--- config.mk ---
export PLATFORM = sky130hd
export DESIGN_NAME = sof_encoder
export DESIGN_NICKNAME = d
export VERILOG_FILES = /design/src/rtl/sof_encoder.sv
export SDC_FILE = /design/constraint.sdc
export NUM_CORES = 1
export LEC_CHECK = 0
export CORE_MARGIN = 10
export CORE_UTILIZATION = 52
export DETAILED_ROUTE_END_ITERATION = 12
export PLACE_DENSITY = 0.89
export SLEW_MARGIN = 30
export SYNTH_ARGS = -nofsm -noshare
export SYNTH_HDL_FRONTEND = slang
export SYNTH_SLANG_ARGS = --single-unit
--- constraint.sdc ---
create_clock -name clk -period 3.3 [get_ports clk]
set_input_delay 0.66 -clock clk [delete_from_list [all_inputs] [get_ports clk]]
set_output_delay 0.66 -clock clk [all_outputs]
set_load 0.005 [all_outputs]
--- src/rtl/sof_encoder.sv ---
// JPEG baseline SOF0 marker segment serialiser: latches frame parameters on start
// and streams FF C0, Lf, P, Y, X, Nf and the component triplets over valid/ready.
module sof_encoder #(
  parameter int MAX_COMP = 3
) (
  input  logic                  clk,
  input  logic                  rst_n,
  input  logic                  start,
  input  logic [7:0]            precision,
  input  logic [15:0]           img_height,
  input  logic [15:0]           img_width,
  input  logic [7:0]            num_comp,
  input  logic [8*MAX_COMP-1:0] comp_id,
  input  logic [8*MAX_COMP-1:0] comp_samp,
  input  logic [8*MAX_COMP-1:0] comp_qt,
  output logic [7:0]            out_byte,
  output logic                  out_valid,
  input  logic                  out_ready,
  output logic                  out_last,
  output logic                  busy,
  output logic                  done,
  output logic                  err
);

  localparam int         IDX_W  = $clog2(10 + 3 * MAX_COMP);
  localparam logic [7:0] MAX_NF = 8'(MAX_COMP);

  typedef enum logic {IDLE, SEND} state_t;

  state_t                state_q, state_d;
  logic [IDX_W-1:0]      idx_q, last_idx_q;
  logic [1:0]            sub_q;
  logic [7:0]            p_q, nf_q;
  logic [15:0]           y_q, x_q, lf;
  logic [8*MAX_COMP-1:0] id_q, samp_q, qt_q;
  logic                  nf_ok, start_ok, start_bad, xfer, is_last, xfer_last;
  logic                  done_q, err_q;

  assign lf        = 16'd8 + 16'd3 * {8'd0, nf_q};
  assign nf_ok     = (num_comp != 8'd0) && (num_comp <= MAX_NF);
  assign start_ok  = (state_q == IDLE) && start && nf_ok;
  assign start_bad = (state_q == IDLE) && start && !nf_ok;
  assign is_last   = (state_q == SEND) && (idx_q == last_idx_q);
  assign xfer      = (state_q == SEND) && out_ready;
  assign xfer_last = xfer && is_last;

  // NOTE: every signal driven here gets a default first so no path leaves it
  // unassigned; otherwise synthesis would infer a latch to hold the old value.
  always_comb begin
    state_d   = state_q;
    out_valid = 1'b0;
    busy      = 1'b0;
    out_last  = 1'b0;
    out_byte  = 8'h00;
    unique case (state_q)
      IDLE: if (start_ok) state_d = SEND;
      SEND: begin
        out_valid = 1'b1;
        busy      = 1'b1;
        out_last  = is_last;
        if (xfer_last) state_d = IDLE;
        case (int'(idx_q))
          0:       out_byte = 8'hFF;
          1:       out_byte = 8'hC0;
          2:       out_byte = lf[15:8];
          3:       out_byte = lf[7:0];
          4:       out_byte = p_q;
          5:       out_byte = y_q[15:8];
          6:       out_byte = y_q[7:0];
          7:       out_byte = x_q[15:8];
          8:       out_byte = x_q[7:0];
          9:       out_byte = nf_q;
          // Component bytes always come from the low byte; the triplet
          // registers shift down once each component has been sent.
          default: begin
            case (sub_q)
              2'd0:    out_byte = id_q[7:0];
              2'd1:    out_byte = samp_q[7:0];
              default: out_byte = qt_q[7:0];
            endcase
          end
        endcase
      end
      default: state_d = IDLE;
    endcase
  end

  // NOTE: sequential state uses non-blocking assignments so every register
  // samples pre-edge values, independent of statement order.
  always_ff @(posedge clk or negedge rst_n) begin
    if (!rst_n) begin
      state_q    <= IDLE;
      idx_q      <= '0;
      last_idx_q <= '0;
      sub_q      <= 2'd0;
      p_q        <= 8'h00;
      nf_q       <= 8'h00;
      y_q        <= 16'h0000;
      x_q        <= 16'h0000;
      id_q       <= '0;
      samp_q     <= '0;
      qt_q       <= '0;
      done_q     <= 1'b0;
      err_q      <= 1'b0;
    end else begin
      state_q <= state_d;
      done_q  <= xfer_last;
      err_q   <= start_bad;
      if (start_ok) begin
        idx_q      <= '0;
        last_idx_q <= IDX_W'(9 + 3 * int'(num_comp));
        sub_q      <= 2'd0;
        p_q        <= precision;
        nf_q       <= num_comp;
        y_q        <= img_height;
        x_q        <= img_width;
        id_q       <= comp_id;
        samp_q     <= comp_samp;
        qt_q       <= comp_qt;
      end else if (xfer) begin
        idx_q <= idx_q + 1'b1;
        if (int'(idx_q) >= 10) begin
          if (sub_q == 2'd2) begin
            sub_q  <= 2'd0;
            id_q   <= id_q >> 8;
            samp_q <= samp_q >> 8;
            qt_q   <= qt_q >> 8;
          end else begin
            sub_q <= sub_q + 2'd1;
          end
        end
      end
    end
  end

  assign done = done_q;
  assign err  = err_q;

endmodule

After elaboration in Yosys (flattened, before gate mapping)
Index checks and enable logic that the tools add are counted.

storage, ports and cells
  memories kept = 0
  bits in latches = 0
  output and inout bits = 13
  input port bits = 124
  register bits after elaboration = 135
  memory bits (writable) = 0
  memory bits (read-only) = 0
  word-level logic and storage cells = 76

cells by class
  reductions and logical operators = 16
  equality and inequality tests = 12
  add/sub/neg operators = 4
  divide/modulo/power cells = 0
  shift-type cells = 0
  mux-type cells = 26
  bitwise operators = 1
  $mul = 2
  magnitude comparators = 2

operator list
  cell                     number
  $mux W24                 12
  $pmux W8 S10             1
  $eq A5 B3 Y1 const B     4
  $pmux W8 S2              1
  $add A4 B10 Y11 const A  1
  $eq A5 B2 Y1 const B     2
  $eq A5 B4 Y1 const B     2
  $mul A2 B8 Y10 const A   1
  $mux W5                  2
  $le A8 B2 Y1 const B     1
  $mul A2 B8 Y5 const A    1
  $mux W2                  4
  $mux W8                  1
  $reduce_bool A8 Y1       1
  $logic_and A1 B1 Y1      7
  $reduce_bool A2 Y1       3
  $add A4 B5 Y5 const A    1
  $add A5 B1 Y5 const B    1
  $eq A5 B1 Y1 const B     1
  $eq A5 B5 Y1             1
  $ge A5 B4 Y1 const B     1
  $logic_not A5 Y1         1
  $mux W1                  4
  $reduce_and A3 Y1        1
  other kinds (8)          8

Depth between registers and ports, before layout
Gate-level depths: netlist (run 1).

  depth after elaboration = 5
  gate-level depth with buffers = 10
  mapped depth without buffers = 9

Worst setup path before layout (run 1)
No wires, ideal clock.

  path kind = flip-flop to output port
  start point = reg nf_q[1]
  end point = out out_byte[6]
  stages on the path, launching flop included = 9
  buffers on the path = 0
  slack = 0.635 ns
  required time = 2.640 ns
  arrival = 2.005 ns
  path through = dfrtp_1 > ha_1 > ha_1 > fa_1 > a21o_1 > a21oi_1 > xnor2_1 > nand2_1 > a31oi_1

between the ends
  cells in the longest elaborated chain, start to end = 4

ends and longest elaborated chain
  what                    RTL line  RTL
  start, declared         33        logic [7:0] p_q, nf_q;
  start signal, assigned  114       nf_q <= num_comp;
  $mul A2 B8 Y10          39        assign lf = 16'd8 + 16'd3 * {8'd0, nf_q};
  $add A4 B10 Y11         39
  $pmux W8 S10            62        case (int'(idx_q))
  $mux W8                 55        unique case (state_q)
  end, declared           16        output logic [7:0] out_byte,

No other way between the ends.

Final worst setup path (run 1)
  start point = reg nf_q[5]
  end point = out out_byte[7]

Same word-level chain as after synthesis.

==> results of run 1 <==
-- worst max path at each step --
stage | start | slack [ns] | end | cells after the start
after floorplan | nf_q[1] | 0.63 | out_byte[6] | 8
after global placement | nf_q[1] | -0.08 | out_byte[3] | 8
after detailed placement | nf_q[1] | -0.09 | out_byte[3] | 8
after CTS | nf_q[1] | -0.07 | out_byte[3] | 8
after global routing | nf_q[6] | -0.1 | out_byte[7] | 9
final | nf_q[5] | 0.01 | out_byte[7] | 9
-- where the power goes --
group,switching (uW),internal [uW],total (uW)
sequential,266,1950,2210
clock,725,1190,1920
combinational,877,865,1740
total,1870,4000,5870
-- critical path, stage by stage, from the launching register on --
cell      delay [ns]
dfrtp_1         0.42
ha_1            0.31
ha_2            0.34
a21o_1          0.24
a221oi_4        0.25
buf_4           0.16
xnor2_2         0.10
nand2_1         0.07
a31oi_1         0.17
buf_2           0.14
-- per-stage QoR --
step / setup TNS [ns] / hold WS [ns] / worst slack, ns / cells / power [uW]
2_1_floorplan: 0 / 0.364 / 0.635 / 750 / 3100
6_report: 0 / 0.247 / 0.0138 / 1073 / 5870
5_1_grt: -0.178 / 0.287 / -0.0999 / 1073 / 6150
4_1_cts: -0.0685 / 0.262 / -0.0685 / 1068 / 5790
3_5_place_dp: -0.0856 / 0.463 / -0.0856 / 1033 / 3850
3_3_place_gp: -0.0763 / 0.454 / -0.0763 / 1033 / 3790
-- repair_timing --
action                     4_1_cts  5_1_grt
gates resized for setup         31       18
pin swaps                        6       10
setup endpoints to repair        8        8
buffers inserted                 3        5
-- synthesized netlist by cell type (5+ instances only) --
cell | instances | area, um^2
nand2_1 | 205 | 769
dfrtp_1 | 135 | 3380
a21oi_1 | 56 | 280
nor2_1 | 35 | 131
nand3_1 | 27 | 135
and3_1 | 26 | 163
ha_1 | 26 | 325
a221o_1 | 24 | 240
buf_2 | 24 | 120
clkbuf_1 | 21 | 78.8
o21ai_0 | 20 | 100
a22oi_1 | 18 | 135
inv_1 | 18 | 67.6
mux2_2 | 16 | 180
xnor2_1 | 12 | 105
a31oi_1 | 6 | 37.5
xor2_1 | 6 | 52.6
and2_1 | 5 | 31.3
buf_1 | 5 | 18.8
mux2i_1 | 5 | 50.1
nor3_1 | 5 | 25.0
-- area by class of cell --
| type | count | area [um^2] |
|---|---|---|
| timing repair buffer | 170 | 1680 |
| tap | 176 | 220 |
| multi-input combinational | 542 | 3340 |
| inverter | 18 | 67.6 |
| sequential | 135 | 3380 |
| fill | 931 | 3850 |
| clock buffer | 22 | 484 |
| clock inverter | 10 | 119 |
-- logic make-up after synthesis --
logic type,Yosys count
AND/OR/NAND/NOR,327
AO/OA/AOI/OAI,148
flip-flops,135
buffers and inverters,73
adder cells (fa/ha/maj),28
multiplexers,21
XOR/XNOR,18
-- registers in the layout, summed over array words and instances, names as in the netlist --
register    flops
sub_q           2
samp_q         24
id_q           24
idx_q           5
done            1
nf_q            8
y_q            16
last_idx_q      5
qt_q           24
x_q            16
err             1
p_q             8
state_q         1
-- layer usage --
metal / vias up / routed length, um / track usage (%)
met5: - / 0 / 0
met4: 0 / 534 / 8.79
met3: 48 / 1320 / 4.78
met2: 284 / 10000 / 35.4
met1: 2996 / 8540 / 28.2
li1: 2861 / - / -
==> tab_implementation.tex, run 1 <==
\begin{tabular}{lr}
\hline
Metric & Value \\
\hline
\multicolumn{2}{l}{\textbf{Outcome}} \\
Run status & finished, final reports clean \\
\multicolumn{2}{l}{\textbf{Timing}} \\
Endpoints failing hold & 0 \\
Post-route minimum period & 3.29 ns \\
Transition time at the pin with the least slew margin & 0.614 ns \\
Highest achievable clock rate & 0.304 GHz \\
Count of final max-slew check failures & 0 \\
Final number of setup-violating endpoints & 0 \\
Max\_slew headroom & 59.0\% \\
Final clock period utilization by the worst path & 99.6\% \\
Setup skew after layout & 0.00583 ns \\
Setup repair after global routing missed its margin & true \\
\multicolumn{2}{l}{\textbf{Synth}} \\
Xor and xnor fraction of the mapped netlist area & 2.28\% \\
Syn. warnings & 0 \\
Synth Area in Adders & 5.29\% \\
Complex-gate fraction of the synthesized area & 14.4\% \\
Simple-gate portion of the synthesized area & 20.9\% \\
Post-synthesis instance area & 0.00691 mm\^{}2 \\
Avg Synthesized Cell Area & 9.21 um\^{}2 \\
Cell count after synthesis & 750 \\
Combinational family with the most area after synthesis & simple AND/OR/NAND/NOR gates \\
Synthesized netlist net count & 902 \\
Most frequently used flop master after synthesis & dfrtp\_1 \\
Synth cell types & 50 \\
\#FFs+latches synth & 135 \\
Post-synth EDFFs & 0 \\
Sequential element share of the synthesized area & 48.9\% \\
Share of flip-flops with an asynchronous set or reset after synthesis & 100\% \\
Multiplexer share of the synthesized area & 3.33\% \\
\multicolumn{2}{l}{\textbf{Power and ir drop}} \\
Worst vdd rail ir drop & 0.427 mV \\
Pleak & 0.00447 uW \\
Power density over the cells & 632 mW/mm\^{}2 \\
\multicolumn{2}{l}{\textbf{Clocking}} \\
Clock buffers created by TritonCTS & 17 \\
Clock tree from TritonCTS & yes \\
Clock sink count & 135 \\
CTS Hold Bufs & 0 \\
Clock-pin transition on the worst setup and hold timing paths & 0.05 ns \\
Clock insertion delay at the later pin of the skew report & 0.43 ns \\
Number of H-tree levels & 4 \\
Buffers from clock root to sink, at most & 2 \\
Root buffer selected by CTS & clkbuf\_16 \\
\multicolumn{2}{l}{\textbf{Die}} \\
Full die area & 0.0183 mm\^{}2 \\
Die Ht & 135 um \\
Core Box Area & 0.0131 mm\^{}2 \\
Die boundary width & 135 um \\
Starting density of the core & 52.6\% \\
Floorplan row count & 42 \\
Count of boundary I/O pins & 137 \\
\multicolumn{2}{l}{\textbf{Detailed routing}} \\
Routed wirelength normalized by instance count & 19.0 um \\
Via Count & 6189 \\
Antenna violation net count after detailed routing & 0 \\
DRC violation count after routing & 0 \\
1st-iter DRT viols & 666 \\
First drt pass iteration count & 5 \\
Vias per std cell & 5.77 \\
Post-detailed-routing wire length & 20400 um \\
\multicolumn{2}{l}{\textbf{GRT}} \\
Total routing resource utilization after global routing & 22.0\% \\
Pin count of the biggest net entering global routing & 73 \\
Number of antenna violations at the first check in global routing & 0 \\
Vias in the first global route & 6206 \\
Global-route wire length before repair & 32100 um \\
Total congestion overflow & 0 \\
\multicolumn{2}{l}{\textbf{Critical path}} \\
Register-to-Register Path Depth & 8 \\
R2r endpoint & id\_q[13] \\
Worst-path maximum fanout & 5 \\
Critical Setup Path Class & reg -> out \\
Slack of the worst reg-to-reg path & 0.89 ns \\
Required time of the critical path & 2.64 ns \\
Worst Setup End Kind & output pin \\
Source of the worst register-to-register timing path & idx\_q[0] \\
Startpoint type of the worst setup path & flop \\
Data arrival time of the critical path & 2.63 ns \\
\multicolumn{2}{l}{\textbf{Layout}} \\
Most frequent standard cell in the layout excluding fill and tap cells & nand2\_1 \\
Layout Nets & 1036 \\
Layout cell share with drive strength beyond 1 & 13.4\% \\
Final design instance area without fill & 0.00928 mm\^{}2 \\
Most frequent cells in the layout & nand2\_1, dfrtp\_1, clkdlybuf4s50\_1 \\
Final core occ & 70.7\% \\
Area growth from synthesis to layout & 34.4\% \\
Number of diodes added for antenna fixing & 0 \\
\multicolumn{2}{l}{\textbf{Placed design}} \\
Gp weighted congestion & 0.901 \\
\# port buffers & 136 \\
DP Area & 0.00852 mm\^{}2 \\
DPL Wire Length & 13700 um \\
\multicolumn{2}{l}{\textbf{Worst hold path}} \\
Hold Crit Class & in -> async \\
\multicolumn{2}{l}{\textbf{Flow run}} \\
Number of max-cap violations & 0 \\
\hline
\end{tabular}
Power figures use the tool's default switching activity.
==> run 2, diff against run 1 <==
Settings changed: ABC_AREA from default to 1, CORE_UTILIZATION 52 to 53, PLACE_DENSITY 0.89 to 0.9.
==> run 2 against run 1 <==
- clock-buffer cell count shrank 3
- global-route usage increased by 1.3 points
- register-to-register slack worse by 0.22 ns
- critical path depth rose by 2
- critical endpoint is now out_byte[4]
==> tab_implementation.tex, run 2 <==
\begin{tabular}{lr}
\hline
Metric & Value \\
\hline
\multicolumn{2}{l}{\textbf{Critical path}} \\
Startpoint type of the worst setup path & flop \\
Required time of the critical path & 2.64 ns \\
Worst-path maximum fanout & 3 \\
Worst Setup End Kind & output pin \\
Data arrival time of the critical path & 2.56 ns \\
Slack of the worst reg-to-reg path & 0.67 ns \\
Critical Setup Path Class & reg -> out \\
\multicolumn{2}{l}{\textbf{Placed design}} \\
Gp weighted congestion & 0.956 \\
\# port buffers & 136 \\
DPL Wire Length & 16300 um \\
DP Area & 0.00907 mm\^{}2 \\
\multicolumn{2}{l}{\textbf{Synth}} \\
Cell taking the most area after synthesis & dfrtp\_1 \\
List of most frequent post-synthesis cells & nand2\_1, nand3\_1, dfrtp\_1 \\
Simple-gate portion of the synthesized area & 39.0\% \\
Synth Area in Adders & 4.84\% \\
Synthesized netlist net count & 1212 \\
Most numerous cell in the Yosys netlist & nand2\_1 \\
Combinational family with the most area after synthesis & simple AND/OR/NAND/NOR gates \\
Cell count after synthesis & 1060 \\
Share of flip-flops with an asynchronous set or reset after synthesis & 100\% \\
Multiplexer share of the synthesized area & 0\% \\
Yosys top cell area share & 44.7\% \\
Largest cells by area after synthesis & dfrtp\_1, nand2\_1, nand3\_1 \\
Complex-gate fraction of the synthesized area & 3.88\% \\
\#FFs+latches synth & 135 \\
Sequential element share of the synthesized area & 44.7\% \\
Post-synth EDFFs & 0 \\
Xor and xnor fraction of the mapped netlist area & 0.696\% \\
Synth cell types & 31 \\
Syn. warnings & 0 \\
Avg Synthesized Cell Area & 7.12 um\^{}2 \\
Post-synthesis instance area & 0.00755 mm\^{}2 \\
Most frequently used flop master after synthesis & dfrtp\_1 \\
\multicolumn{2}{l}{\textbf{Timing}} \\
Worst slack on hold paths & 0.244 ns \\
Setup repair after global routing missed its margin & true \\
Max\_slew headroom & 54.1\% \\
Highest achievable clock rate & 0.311 GHz \\
Post-route minimum period & 3.22 ns \\
Transition time at the pin with the least slew margin & 0.689 ns \\
Endpoints failing hold & 0 \\
Final number of setup-violating endpoints & 0 \\
Setup skew after layout & 0.0112 ns \\
Final clock period utilization by the worst path & 97.6\% \\
Count of final max-slew check failures & 0 \\
\multicolumn{2}{l}{\textbf{Clocking}} \\
Number of H-tree levels & 4 \\
CTS Hold Bufs & 0 \\
Clock-pin transition on the worst setup and hold timing paths & 0.06 ns \\
Clock tree from TritonCTS & yes \\
Clock buffers created by TritonCTS & 17 \\
Clock insertion delay at the later pin of the skew report & 0.43 ns \\
Buffers from clock root to sink, at most & 2 \\
Clock sink count & 135 \\
Root buffer selected by CTS & clkbuf\_16 \\
\multicolumn{2}{l}{\textbf{Layout}} \\
Most frequent cells in the layout & nand2\_1, nand3\_1, dfrtp\_1 \\
Area growth from synthesis to layout & 31.2\% \\
\# fillers & 1056 \\
Most frequent standard cell in the layout excluding fill and tap cells & nand2\_1 \\
Final design instance area without fill & 0.00991 mm\^{}2 \\
Layout cell share with drive strength beyond 1 & 9.35\% \\
Registers with the most flip-flops & id\_q (24), qt\_q (24), samp\_q (24) \\
Final core occ & 71.1\% \\
Number of diodes added for antenna fixing & 0 \\
Layout Nets & 1347 \\
\multicolumn{2}{l}{\textbf{GRT}} \\
Number of antenna violations at the first check in global routing & 0 \\
Vias in the first global route & 7346 \\
Global-route wire length before repair & 37500 um \\
Total congestion overflow & 0 \\
Total routing resource utilization after global routing & 23.3\% \\
Pin count of the biggest net entering global routing & 75 \\
\multicolumn{2}{l}{\textbf{Flow run}} \\
Number of max-cap violations & 0 \\
\multicolumn{2}{l}{\textbf{Detailed routing}} \\
Antenna violation net count after detailed routing & 0 \\
Vias per std cell & 5.54 \\
1st-iter DRT viols & 883 \\
First drt pass iteration count & 5 \\
Via Count & 7686 \\
Post-detailed-routing wire length & 23400 um \\
Routed wirelength normalized by instance count & 16.9 um \\
DRC violation count after routing & 0 \\
\multicolumn{2}{l}{\textbf{Power and ir drop}} \\
Pleak & 0.00534 uW \\
Power density over the cells & 635 mW/mm\^{}2 \\
Worst vdd rail ir drop & 0.482 mV \\
\multicolumn{2}{l}{\textbf{Die}} \\
Full die area & 0.0194 mm\^{}2 \\
Floorplan row count & 43 \\
Die Ht & 139 um \\
Starting density of the core & 54.2\% \\
Count of boundary I/O pins & 137 \\
Die boundary width & 139 um \\
Core Box Area & 0.0139 mm\^{}2 \\
\multicolumn{2}{l}{\textbf{Worst hold path}} \\
Hold Crit Class & in -> async \\
\multicolumn{2}{l}{\textbf{Outcome}} \\
Run status & finished, final reports clean \\
\hline
\end{tabular}
[run 2: changes by cell type after synthesis, moves of 6 or more]
cell | previous run | this run
nand2_1 | 205 | 475
nand3_1 | 27 | 149
a21oi_1 | 56 | 11
inv_1 | 18 | 63
nor2_1 | 35 | 73
and3_1 | 26 | 0
a221o_1 | 24 | 0
a22oi_1 | 18 | 0
mux2_2 | 16 | 0
o21ai_0 | 20 | 32
xnor2_1 | 12 | 1
buf_2 | 24 | 14
o22ai_1 | 2 | 8
[run 2: metrics by stage]
step           setup TNS (ns)  power (uW)  std cells  setup slack (ns)
2_1_floorplan               0        3310       1060             0.658
3_3_place_gp                0        4010       1343             0.167
3_5_place_dp                0        4060       1343            0.0945
4_1_cts               -0.0504        6070       1380           -0.0504
5_1_grt               -0.0923        6640       1388           -0.0537
6_report                    0        6290       1388            0.0795
[run 2: logic make-up after synthesis]
| logic type | after synthesis |
|---|---|
| simple gates | 717 |
| flops | 135 |
| buf+inv | 119 |
| compound gates | 55 |
| fa+ha+maj | 28 |
| xor+xnor | 6 |
[run 2: power breakdown]
| group | switching, uW | total [uW] | internal (uW) |
|---|---|---|---|
| clock | 786 | 1860 | 1080 |
| sequential | 239 | 2150 | 1910 |
| combinational | 1330 | 2270 | 943 |
[run 2: per-layer routing]
metal / share of wire [%] / track usage [%] / vias to the layer above / wire [um]
li1: - / - / 3625 / -
met2: 48 / 36.8 / 411 / 11200
met4: 1.6 / 5.49 / 0 / 371
met1: 41 / 30.5 / 3613 / 9680
met3: 9.3 / 7.04 / 37 / 2190
met5: 0 / 0 / - / 0
[run 2: path summary, 6_finish.rpt]
path                       depth (start not counted)     endpoint  startpoint
max                                               11  out_byte[4]     nf_q[2]
min                                                1       x_q[5]       rst_n
max reg2reg                                        6    samp_q[4]     state_q
min reg2reg                                        2       y_q[3]      y_q[3]
max in group asynchronous                          2      nf_q[2]       rst_n
min in group clk                                   2       y_q[3]      y_q[3]
[run 2: critical path: stages (launching register included)]
cell and delay (ns):
dfrtp_2 0.44, ha_4 0.25, ha_4 0.16, fa_2 0.38
or2_2 0.30, nand2_1 0.06, o21ai_1 0.05, nor2_1 0.13
nand2_1 0.07, nor2_1 0.12, nor2_1 0.06, clkbuf_2 0.11
[run 2: layout make-up]
type                            instances  area [um^2]  share of cell area, %
Clock buffer                           19          443                   4.47
Multi-Input combinational cell        807         3860                   39.0
Tap cell                              180          225                   2.27
Sequential cell                       135         3380                   34.1
Timing Repair Buffer                  168         1620                   16.3
Inverter                               66          248                   2.50
Clock inverter                         13          131                   1.33
[run 2: timing repair]
| item | CTS | global route |
|---|---|---|
| setup buffers | 4 | 8 |
| hold endpoints to repair | 0 | 0 |
| gates cloned | 1 | 0 |
| gates resized for setup | 27 | 28 |
| endpoints found under the setup margin | 8 | 5 |
| pin swaps | 4 | 7 |
==> run 3, diff against run 2 <==
Settings changed: SETUP_SLACK_MARGIN from default to 0.4.
==> run 3 against run 2 <==
- maximum frequency increased by 3.4%
- clock-buffer cell count did not move
- clock power about the same
- power up 7.7%
- critical path depth stayed put
- setup slack improved by 0.11 ns
- via count is 3.0% higher
- largest power group unchanged
==> tab_implementation.tex, run 3 (synthesis results as in run 2) <==
\begin{tabular}{lr}
\hline
Metric & Value \\
\hline
\multicolumn{2}{l}{\textbf{Outcome}} \\
Run status & finished, final reports clean \\
\multicolumn{2}{l}{\textbf{GRT}} \\
Total routing resource utilization after global routing & 23.7\% \\
Global Route met1 Usage & 30.8\% \\
Pin count of the biggest net entering global routing & 75 \\
Vias in the first global route & 7464 \\
Global-route wire length before repair & 38100 um \\
Highest-utilization routing layer at the global route stage & met2 \\
Number of antenna violations at the first check in global routing & 0 \\
Met2 track demand over resource & 37.8\% \\
Total congestion overflow & 0 \\
Met3 demand-to-capacity share in global routing & 6.57\% \\
\multicolumn{2}{l}{\textbf{Die}} \\
Core Box Area & 0.0139 mm\^{}2 \\
Full die area & 0.0194 mm\^{}2 \\
Count of boundary I/O pins & 137 \\
Die Ht & 139 um \\
Starting density of the core & 54.2\% \\
Die boundary width & 139 um \\
Floorplan row count & 43 \\
\multicolumn{2}{l}{\textbf{Clocking}} \\
CTS Hold Bufs & 0 \\
Clock-pin transition on the worst setup and hold timing paths & 0.06 ns \\
Clock sink count & 135 \\
Root buffer selected by CTS & clkbuf\_16 \\
Clock tree from TritonCTS & yes \\
Clock buffers created by TritonCTS & 17 \\
Buffers from clock root to sink, at most & 2 \\
Clock insertion delay at the later pin of the skew report & 0.43 ns \\
Number of H-tree levels & 4 \\
\multicolumn{2}{l}{\textbf{Timing}} \\
Transition time at the pin with the least slew margin & 0.694 ns \\
Setup Total Neg Slack & 0 ns \\
Setup repair after global routing missed its margin & true \\
Endpoints failing hold & 0 \\
Count of final max-slew check failures & 0 \\
Highest achievable clock rate & 0.321 GHz \\
Setup skew after layout & 0.00926 ns \\
Final number of setup-violating endpoints & 0 \\
Post-route minimum period & 3.11 ns \\
Final clock period utilization by the worst path & 94.4\% \\
Max\_slew headroom & 53.8\% \\
\multicolumn{2}{l}{\textbf{Flow run}} \\
Number of max-cap violations & 0 \\
\multicolumn{2}{l}{\textbf{Layout}} \\
Area growth from synthesis to layout & 36.3\% \\
Most frequent cells in the layout & nand2\_1, nand3\_1, dfrtp\_1 \\
Final design instance area without fill & 0.0103 mm\^{}2 \\
Most frequent standard cell in the layout excluding fill and tap cells & nand2\_1 \\
Layout cell share with drive strength beyond 1 & 15.5\% \\
Registers with the most flip-flops & id\_q (24), qt\_q (24), samp\_q (24) \\
Layout Nets & 1366 \\
Number of diodes added for antenna fixing & 0 \\
\multicolumn{2}{l}{\textbf{Critical path}} \\
R2r endpoint & samp\_q[4] \\
Worst Setup End Kind & output pin \\
Required time of the critical path & 2.64 ns \\
Source of the worst register-to-register timing path & idx\_q[0] \\
Data arrival time of the critical path & 2.45 ns \\
Startpoint type of the worst setup path & flop \\
Critical Setup Path Class & reg -> out \\
Register-to-Register Path Depth & 10 \\
Slack of the worst reg-to-reg path & 0.93 ns \\
Worst-path maximum fanout & 3 \\
\multicolumn{2}{l}{\textbf{Detailed routing}} \\
Routed wirelength normalized by instance count & 17.6 um \\
First drt pass iteration count & 7 \\
Via Count & 7913 \\
DRC violation count after routing & 0 \\
Antenna violation net count after detailed routing & 0 \\
1st-iter DRT viols & 1074 \\
Vias per std cell & 5.62 \\
Post-detailed-routing wire length & 24700 um \\
\multicolumn{2}{l}{\textbf{Placed design}} \\
\# port buffers & 136 \\
DPL Wire Length & 16300 um \\
Gp weighted congestion & 0.956 \\
DP Area & 0.00907 mm\^{}2 \\
\multicolumn{2}{l}{\textbf{Worst hold path}} \\
Hold Crit Class & in -> async \\
\multicolumn{2}{l}{\textbf{Power and ir drop}} \\
Pleak & 0.00545 uW \\
Total Power & 6780 uW \\
Worst vdd rail ir drop & 0.510 mV \\
Power density over the cells & 658 mW/mm\^{}2 \\
\hline
\end{tabular}
run 3: where the power goes:
group          internal (uW)  switching [uW]
Sequential              1920             246
Combinational           1190            1540
Clock                   1080             795
Total                   4190            2590
run 3: what timing repair did:
item	CTS	global route
resized for setup	63	84
pin swaps	17	39
setup buffers	14	17
gates cloned	1	0
setup endpoints to repair	8	9
endpoints found under the hold margin	0	0
run 3: metrics by stage:
stage	hold slack [ns]	utilization [%]	worst slack, ns	std cells
final	0.235	73.9	0.186	1407
after global routing	0.300	73.9	0.0747	1407
after CTS	0.270	70.9	0.121	1390
after detailed placement	0.466	65.1	0.0945	1343
after global placement	0.467	65.1	0.167	1343
after floorplan	0.364	-	0.658	1060
run 3: how the worst max path moves through the flow:
stage                             end  depth (start not counted)    start
after global routing      out_byte[6]                         12  nf_q[1]
after detailed placement  out_byte[4]                         11  nf_q[1]
final                     out_byte[4]                         11  nf_q[1]
after floorplan           out_byte[4]                         10  nf_q[1]
after global placement    out_byte[4]                         11  nf_q[1]
after CTS                 out_byte[4]                         11  nf_q[2]
run 3: routing by layer:
layer / vias up / share of wire, % / wire length [um]
met4: 0 / 2.4 / 581
met5: - / 0 / 0
met1: 3720 / 40 / 9950
li1: 3667 / - / -
met2: 466 / 48 / 11900
met3: 60 / 9.2 / 2280
run 3: layout make-up:
class / count / area (um^2)
Timing Repair Buffer: 187 / 1770
Sequential cell: 135 / 3390
Clock buffer: 19 / 443
Inverter: 66 / 253
Fill cell: 971 / 3640
Multi-Input combinational cell: 807 / 4080
Clock inverter: 13 / 131
Tap cell: 180 / 225
run 3: worst max-delay path: stages (launching register included):
cell	delay, ns
dfrtp_1	0.44
ha_4	0.28
ha_4	0.17
fa_2	0.35
or2_4	0.24
nand2_2	0.06
o21ai_2	0.05
nor2_1	0.10
nand2_1	0.07
nor2_1	0.10
nor2_1	0.05
buf_2	0.13
